==> src/rtl/speaker_arbiter_pkg.sv <==
// Shared audio-subsystem constants: arbiter state encoding, clock-derived
// timing constants used by the tone generators, and the priority encoder.
package audio_pkg;

  localparam logic [1:0] ARB_IDLE = 2'd0;
  localparam logic [1:0] ARB_OWN  = 2'd1;
  localparam logic [1:0] ARB_GAP  = 2'd2;

  typedef enum logic [1:0] {
    ST_IDLE = ARB_IDLE,
    ST_OWN  = ARB_OWN,
    ST_GAP  = ARB_GAP
  } arb_state_t;

  localparam int CLK_HZ        = 25_000_000;
  localparam int CYCLES_PER_MS = CLK_HZ / 1000;

  localparam int HOLD_MS  = 100;
  localparam int GAP_MS   = 10;
  localparam int BEEP_MS  = 50;
  localparam int CHIRP_MS = 20;

  localparam int HOLD_DEFAULT_CYCLES = HOLD_MS  * CYCLES_PER_MS;
  localparam int GAP_DEFAULT_CYCLES  = GAP_MS   * CYCLES_PER_MS;
  localparam int BEEP_CYCLES         = BEEP_MS  * CYCLES_PER_MS;
  localparam int CHIRP_CYCLES        = CHIRP_MS * CYCLES_PER_MS;

  // Widest requester vector the encoder accepts; callers zero-extend.
  localparam int MAX_REQ = 32;

  function automatic int prio_enc(input logic [MAX_REQ-1:0] reqVec);
    int idx;
    idx = 0;
    for (int i = MAX_REQ - 1; i >= 0; i--) begin
      if (reqVec[i]) idx = i;
    end
    return idx;
  endfunction

endpackage

==> src/rtl/speaker_arbiter_down_timer.sv <==
// Loadable down-counter that saturates at zero; expired is high whenever
// the count has reached zero.
module down_timer #(
  parameter int WIDTH = 8
) (
  input  logic             i_clk,
  input  logic             i_rstN,
  input  logic             i_load,
  input  logic [WIDTH-1:0] i_loadVal,
  input  logic             i_tick,
  output logic             o_expired
);

  logic [WIDTH-1:0] r_count;

  always_ff @(posedge i_clk or negedge i_rstN) begin
    if (!i_rstN) begin
      r_count <= '0;
    end else if (i_load) begin
      r_count <= i_loadVal;
    end else if (i_tick && (r_count != '0)) begin
      r_count <= r_count - 1'b1;
    end
  end

  assign o_expired = (r_count == '0);

endmodule

==> src/rtl/speaker_arbiter.sv <==
// Fixed-priority speaker arbiter: index 0 wins, a minimum hold time limits
// preemption, and a silent guard gap separates consecutive owners.
module speaker_arbiter
  import audio_pkg::*;
#(
  parameter int NUM_REQ     = 4,
  parameter int HOLD_CYCLES = HOLD_DEFAULT_CYCLES,
  parameter int GAP_CYCLES  = GAP_DEFAULT_CYCLES
) (
  input  logic                       clock_25mhz,
  input  logic                       reset_n,
  input  logic [NUM_REQ-1:0]         req,
  input  logic [NUM_REQ-1:0]         tone_in,
  output logic [NUM_REQ-1:0]         grant,
  output logic [$clog2(NUM_REQ)-1:0] grant_id,
  output logic                       busy,
  output logic                       audio_out
);

  localparam int IDW      = $clog2(NUM_REQ);
  localparam int HOLD_EFF = (HOLD_CYCLES < 1) ? 1 : HOLD_CYCLES;
  localparam int GAP_EFF  = (GAP_CYCLES < 1) ? 1 : GAP_CYCLES;
  localparam int MAX_T    = (HOLD_EFF > GAP_EFF) ? HOLD_EFF : GAP_EFF;
  localparam int TW       = $clog2(MAX_T + 1);

  localparam logic [TW-1:0] HOLD_LOAD = TW'(HOLD_EFF - 1);
  localparam logic [TW-1:0] GAP_LOAD  = TW'(GAP_EFF - 1);

  arb_state_t         r_state;
  logic [IDW-1:0]     r_owner;
  logic [NUM_REQ-1:0] r_grant;
  logic [IDW-1:0]     r_grantId;
  logic               r_busy;
  logic               r_audio;

  arb_state_t         w_nextState;
  logic [IDW-1:0]     w_nextOwner;
  logic               w_holdLoad;
  logic               w_gapLoad;
  logic               w_holdExpired;
  logic               w_gapExpired;
  logic [MAX_REQ-1:0] w_reqExt;
  logic [IDW-1:0]     w_arbIdx;
  logic [NUM_REQ-1:0] w_lowerMask;
  logic               w_higherReq;
  logic               w_ownerReq;
  logic [NUM_REQ-1:0] w_nextGrant;
  logic [IDW-1:0]     w_nextGrantId;
  logic               w_nextBusy;
  logic               w_nextAudio;

  assign w_reqExt    = MAX_REQ'(req);
  assign w_arbIdx    = IDW'(prio_enc(w_reqExt));
  assign w_lowerMask = (NUM_REQ'(1) << r_owner) - NUM_REQ'(1);
  assign w_higherReq = |(req & w_lowerMask);
  assign w_ownerReq  = req[r_owner];

  down_timer #(.WIDTH(TW)) u_holdTimer (
    .i_clk     (clock_25mhz),
    .i_rstN    (reset_n),
    .i_load    (w_holdLoad),
    .i_loadVal (HOLD_LOAD),
    .i_tick    (r_state == ST_OWN),
    .o_expired (w_holdExpired)
  );

  down_timer #(.WIDTH(TW)) u_gapTimer (
    .i_clk     (clock_25mhz),
    .i_rstN    (reset_n),
    .i_load    (w_gapLoad),
    .i_loadVal (GAP_LOAD),
    .i_tick    (r_state == ST_GAP),
    .o_expired (w_gapExpired)
  );

  // Outputs are derived from the next state so every output is a flop yet
  // still appears one edge after the decision that caused it.
  always_comb begin
    w_nextState   = r_state;
    w_nextOwner   = r_owner;
    w_holdLoad    = 1'b0;
    w_gapLoad     = 1'b0;
    w_nextGrant   = '0;
    w_nextGrantId = '0;
    w_nextBusy    = 1'b0;
    w_nextAudio   = 1'b0;

    unique case (r_state)
      ST_IDLE: begin
        if (|req) begin
          w_nextState = ST_OWN;
          w_nextOwner = w_arbIdx;
          w_holdLoad  = 1'b1;
        end
      end
      ST_OWN: begin
        if (!w_ownerReq || (w_holdExpired && w_higherReq)) begin
          w_nextState = ST_GAP;
          w_gapLoad   = 1'b1;
        end
      end
      ST_GAP: begin
        if (w_gapExpired) w_nextState = ST_IDLE;
      end
      default: w_nextState = ST_IDLE;
    endcase

    if (w_nextState == ST_OWN) begin
      w_nextGrant   = NUM_REQ'(1) << w_nextOwner;
      w_nextGrantId = w_nextOwner;
      w_nextAudio   = tone_in[w_nextOwner];
    end
    w_nextBusy = (w_nextState != ST_IDLE);
  end

  always_ff @(posedge clock_25mhz or negedge reset_n) begin
    if (!reset_n) begin
      r_state   <= ST_IDLE;
      r_owner   <= '0;
      r_grant   <= '0;
      r_grantId <= '0;
      r_busy    <= 1'b0;
      r_audio   <= 1'b0;
    end else begin
      r_state   <= w_nextState;
      r_owner   <= w_nextOwner;
      r_grant   <= w_nextGrant;
      r_grantId <= w_nextGrantId;
      r_busy    <= w_nextBusy;
      r_audio   <= w_nextAudio;
    end
  end

  assign grant     = r_grant;
  assign grant_id  = r_grantId;
  assign busy      = r_busy;
  assign audio_out = r_audio;

endmodule
==> config.mk <==
export PLATFORM = sky130hd
export DESIGN_NAME = speaker_arbiter
export DESIGN_NICKNAME = d
export VERILOG_FILES = /design/src/rtl/speaker_arbiter_pkg.sv /design/src/rtl/speaker_arbiter_down_timer.sv /design/src/rtl/speaker_arbiter.sv
export SDC_FILE = /design/constraint.sdc
export NUM_CORES = 1
export LEC_CHECK = 0
export CAP_MARGIN = 20
export CORE_ASPECT_RATIO = 0.6
export CORE_MARGIN = 2
export CORE_UTILIZATION = 56
export DETAILED_ROUTE_END_ITERATION = 10
export GPL_ROUTABILITY_DRIVEN = 0
export PLACE_DENSITY = 0.85
export SYNTH_ARGS = -nofsm -noshare
export SYNTH_HDL_FRONTEND = slang
export SYNTH_HIERARCHICAL = 1
export SYNTH_SLANG_ARGS = --single-unit
==> constraint.sdc <==
create_clock -name clock_25mhz -period 4 [get_ports clock_25mhz]
set_clock_uncertainty 0.1 [all_clocks]
set_input_delay 0.8 -clock clock_25mhz [delete_from_list [all_inputs] [get_ports clock_25mhz]]
set_output_delay 0.8 -clock clock_25mhz [all_outputs]
set_load 0.02 [all_outputs]
After elaboration in Yosys (flattened, before gate mapping)
Index checks and enable logic that the tools add are counted.

Reductions and logical operators: 15. Add/subtract/negate cells: 3. Multiplexer cells: 25. Shift operators: 2. $lt $le $gt $ge: 2. Equal/unequal tests: 3. Bitwise logic cells: 1.

Operator list (count): 22-bit two-way mux (4); 22-bit zero test (2); 22-bit nonzero test (2); 22-bit by 1-bit subtractor with 22-bit output (second input constant) (2); 2-bit two-way mux (10); 4-bit OR reduction (2); 1-bit by 2-bit left shift with 4-bit output (first input constant) (2); 1-bit two-way mux (7); 2-bit by 3-bit < comparator with 1-bit output (second input constant) (2); 2-bit case mux with 3 select lines (1); 2-bit nonzero test (3); 4-bit AND (1); 1-bit binary-select mux with 2-bit select (2); 2-bit by 1-bit == test with 1-bit output (second input constant) (2); 4-bit two-way mux (1); 4-bit by 2-bit subtractor with 4-bit output (second input constant) (1); 1-bit logical AND (3); 2-bit == test (second input constant) (1); 2-bit zero test (1); 1-bit zero test (1); 1-bit logical OR (1).

Word-level logic and storage cells: 59. Output and inout bits: 8. Bits in registers: 56. Bits of input ports: 10.

Logic depth before layout (Yosys ltp)
Depth after elaboration: 10. Mapped depth: 12. Depth with buffers taken out: 11.

Modules after synthesis
The synthesis kept the hierarchy.

Modules (own cells, without submodules): down_timer (area each 1387.6 µm², cells an instance 145, times used 2); speaker_arbiter (area each 584.3 µm², cells an instance 59, times used 1).

Least setup slack after synthesis
No wires, ideal clock.

Path type: flip-flop to flip-flop. From: register u_holdTimer.r_count[10]. To: register u_gapTimer.r_count[18]. Setup time: 0.133 ns. Setup slack: 1.284 ns. Path buffers: 1. Data arrival time: 2.483 ns. Stages on the path, launching flop included: 9. Period minus slack after synthesis: 2.716 ns. Cells stage by stage: dfrtp_1 -> nor4_4 -> nand4_1 -> nor2_1 -> inv_1 -> o31a_1 -> nor2_1 -> dlygate4sd3_1 -> o21ai_0.

Word-level cells in the longest chain between the ends: 6. Elaborated cells between the ends (all ways): 7. Classes of those cells: mux (3); reduce/logical (4).

RTL lines: start, declared (line speaker_arbiter_down_timer.sv:14) `logic [WIDTH-1:0] r_count;`; start signal, assigned (line speaker_arbiter_down_timer.sv:20) `r_count <= i_loadVal;`; start signal, assigned (line speaker_arbiter_down_timer.sv:22) `r_count <= r_count - 1'b1;`; 22-bit zero test (*) (line speaker_arbiter_down_timer.sv:26) `assign o_expired = (r_count == '0);`; named net w_holdExpired (line speaker_arbiter.sv:40) `logic w_holdExpired;`; 1-bit logical AND (*) (line speaker_arbiter.sv:97) `if (!w_ownerReq || (w_holdExpired && w_higherReq)) begin`; 1-bit logical OR (*) (line speaker_arbiter.sv:97); 1-bit two-way mux (*) (line speaker_arbiter.sv:97); 1-bit two-way mux (*) (line speaker_arbiter.sv:88) `unique case (r_state)`; named net w_gapLoad (line speaker_arbiter.sv:39) `logic w_gapLoad;`; 22-bit two-way mux or 2-bit nonzero test (tied branches); end signal, assigned (line speaker_arbiter_down_timer.sv:20); end signal, assigned (line speaker_arbiter_down_timer.sv:22); end, declared (line speaker_arbiter_down_timer.sv:14).

The timed path passes the listed nets; every way through them passes the cells marked *. A chain may end at the register's enable or synchronous reset.

Final worst setup path
From: register u_holdTimer.r_count[17]. To: register u_gapTimer.r_count[4].

Same word-level chain as after synthesis.

==> results_dict.tcl <==
set metrics [dict create \
    outcome "complete, no violations" \
    portBuffers 17 \
    rows 21 \
    wirelength_mm 7.23 \
    fmax_mhz 313 \
    setup_violations 0 \
    drtAntennaViolNets 0 \
    fp.dieW_um 104 \
    regArea_sq_um 1400 \
    syn_area_sq_um 3360 \
    synth_flop_cell "dfrtp_1" \
    arrival_ps 3300 \
    cp-start-kind "flop" \
    grt_pass1_vias 2633 \
    cts-hold-fix-buffers 0 \
    antenna_cells 0 \
    cts_buffers 5 \
    r2r_start "u_holdTimer/r_count[17]$_DFFE_PN0P_" \
    synth_top_cell_by_area "dfrtp_1" \
    multi_input_area_sq_um 2010 \
    cpPeakStageDelay_ps 560 \
    firstDrtPassIters 5 \
    wl_per_cell_um 14.8 \
    min_period_ps 3200 \
    clock_latency_ps 310 \
    mostFrequentLayoutCells "56 x dfrtp_1, 44 x conb_1, 38 x nand2_1, 31 x o21ai_0, 26 x xnor2_1" \
    timing_worst_setup_path_type "flop to flop" \
    grt_use_total_pct 23.9 \
    ys_seq_area_share_pct 41.7 \
    core_sq_um 5680 \
    antenna_found_initial 0 \
    drtIter0Drc 243 \
    fin_hold_ws_ps 477 \
    nets 419 \
    synth_top_area_share_pct 41.7 \
    leakage_nw 1.46 \
    avgSynthCellArea_sq_um 9.63 \
    maxCapViolCount 0 \
    synth_cell_types 52 \
    layout_setup_ws_ps 805 \
    worstReg2RegEnd "u_gapTimer/r_count[4]$_DFFE_PN0P_" \
    syn_inst 349 \
    peakVddDrop_mv 0.274 \
    min_path_type "input pin to asynchronous set/reset pin" \
    rsz0062_at_grt "false" \
    cts_buffer_depth 2 \
    critPathRequiredTime_ps 4100 \
    clkSinkCount 56 \
    post-cts-setup-buffer-count 0 \
    remaining_drc_errors 0 \
    dp_cells 480 \
    max_slew_margin_pct 44.1 \
    synth-edff-count 0 \
    dpl_cell_area_sq_um 3740 \
    ys_seq_elements 56 \
    dieArea_sq_um 6650 \
    syn2layout_area_growth_pct 14.9 \
    final_core_util_pct 68.0 \
    grt_pass1_wl_mm 12.8 \
    crit_start "u_holdTimer/r_count[17]$_DFFE_PN0P_" \
    crit_path_end "u_gapTimer/r_count[4]$_DFFE_PN0P_" \
    synthTopCellsByArea "dfrtp_1 42%, xnor2_1 6.8%, o21ai_0 4.6%" \
    ff2ff_path_depth 9 \
    io_pins 18 \
    min_period_over_period_pct 79.9 \
    path_buf_inv 3 \
    cts.repair.resized 0 \
    slowest_stage "nor4_1" \
    die_h_um 64.0 \
    h-tree-depth 2 \
    initial_utilization_pct 59.2 \
    finalPower_mw 2.79 \
    path_delay_family "simple AND/OR/NAND/NOR gates" \
    cts_root_buf "clkbuf_8" \
    grt_max_degree 39 \
    final-hold-violation-count 0 \
    finalInstanceArea_sq_um 3860 \
    drive_gt1_share_pct 10.5 \
    crit_fanout 30 \
    via_per_inst 5.68 \
    globalRoute.totalOverflow 0 \
    tritoncts "yes" \
    cp_cell_sequence "nor4_1 -> nand4_1 -> nor2_1 -> inv_1 -> o31a_1 -> nor2_1 -> buf_4 -> inv_1 -> mux2_2" \
    setup-tns-final_ps 0 \
    report.final.slew_viol_count 0 \
    worstMarginPinSlew_ps 839 \
    detailedPlace.worstSlack_ps 854 \
    clkTransAtPathRegs_ps 110 \
    r2r_setup_slack_ps 800 \
    ys_warn_count 6 \
    crit_cells 9 \
    layout_commonest_cell "dfrtp_1" \
    power.density_nw_per_um2 724 \
    dp_hpwl_mm 5.23 \
    async_reset_ff_share_pct 100 \
    fillers 432 \
    via_count 2773 \
    endpoint_kind "flop" \
    stdcell_count 488 \
]
## power by group
group	total [mW]	internal [mW]	switching (mW)
Sequential	1.21	0.844	0.363
Clock	0.382	0.189	0.193
Combinational	1.20	0.544	0.660
Total	2.79	1.58	1.22
## cell families (layout without fill, tap and decap cells)
| kind of cell | count (synthesis) | after routing | synth area share [%] |
|---|---|---|---|
| AOI/OAI and AO/OA | 92 | 92 | 19.3 |
| xor gates and xnor gates | 32 | 32 | 8.34 |
| adders and majority gates | 2 | 2 | 0.745 |
| buffers and inverters | 23 | 40 | 3.17 |
| DFF | 56 | 56 | 41.7 |
| muxes | 7 | 7 | 2.68 |
| other | 2 | 44 | 0.224 |
| and+or+nand+nor | 135 | 135 | 23.9 |
## state kept, by name, indices dropped and copies added (netlist names)
signal / cells
u_gapTimer/r_count: 22
audio_out: 1
u_holdTimer/r_count: 22
grant: 4
grant_id: 2
busy: 1
r_owner: 2
r_state: 2
## area by class of cell
| type | count | share of cell area (%) |
|---|---|---|
| Clock buffer | 5 | 1.78 |
| Clock inverter | 3 | 1.23 |
| Inverter | 12 | 1.17 |
| Multi-Input combinational cell | 312 | 52.1 |
| Sequential cell | 56 | 36.3 |
| Tap cell | 80 | 2.59 |
| Timing Repair Buffer | 20 | 4.86 |
## Yosys cell counts (all sizes together) (6+ instances only)
cell type	number
nor4	15
mux2	6
a2111oi	6
dfrtp	56
xnor2	26
a211oi	7
inv	12
o41ai	6
xor2	6
nand2	38
and2	6
o21ai	35
clkbuf	8
nor3	16
a31oi	6
nor2	21
a21oi	14
nand4	10
## how the worst min path moves through the flow
stage | startpoint | to | slack, ps | cells after the start
2_1_floorplan | reset_n | audio_out$_DFF_PN0_ | 400 | 0
3_3_place_gp | u_holdTimer/r_count[5]$_DFFE_PN0P_ | u_holdTimer/r_count[5]$_DFFE_PN0P_ | 460 | 2
3_5_place_dp | u_gapTimer/r_count[5]$_DFFE_PN0P_ | u_gapTimer/r_count[5]$_DFFE_PN0P_ | 470 | 2
4_1_cts | u_gapTimer/r_count[5]$_DFFE_PN0P_ | u_gapTimer/r_count[5]$_DFFE_PN0P_ | 490 | 2
5_1_grt | u_holdTimer/r_count[1]$_DFFE_PN0P_ | u_holdTimer/r_count[1]$_DFFE_PN0P_ | 530 | 2
6_report | reset_n | u_holdTimer/r_count[11]$_DFFE_PN0P_ | 480 | 1
## routing by layer
metal / up-vias / GRT usage (%) / wire length (um) / share of wire, %
met5: - / 0 / 0 / 0
met4: 0 / 3.55 / 34 / 0.47
li1: 1365 / - / - / -
met3: 4 / 5.71 / 597 / 8.3
met2: 121 / 34.6 / 2920 / 40
met1: 1283 / 36.8 / 3670 / 51
## worst reg2reg max path, delay by kind of cell, from the launching register on
kind | cells | cell delay, ps
simple gates | 4 | 1270
buf+inv | 3 | 620
flops | 1 | 420
mux | 1 | 350
compound gates | 1 | 330
(Power assumes the default switching activity.)
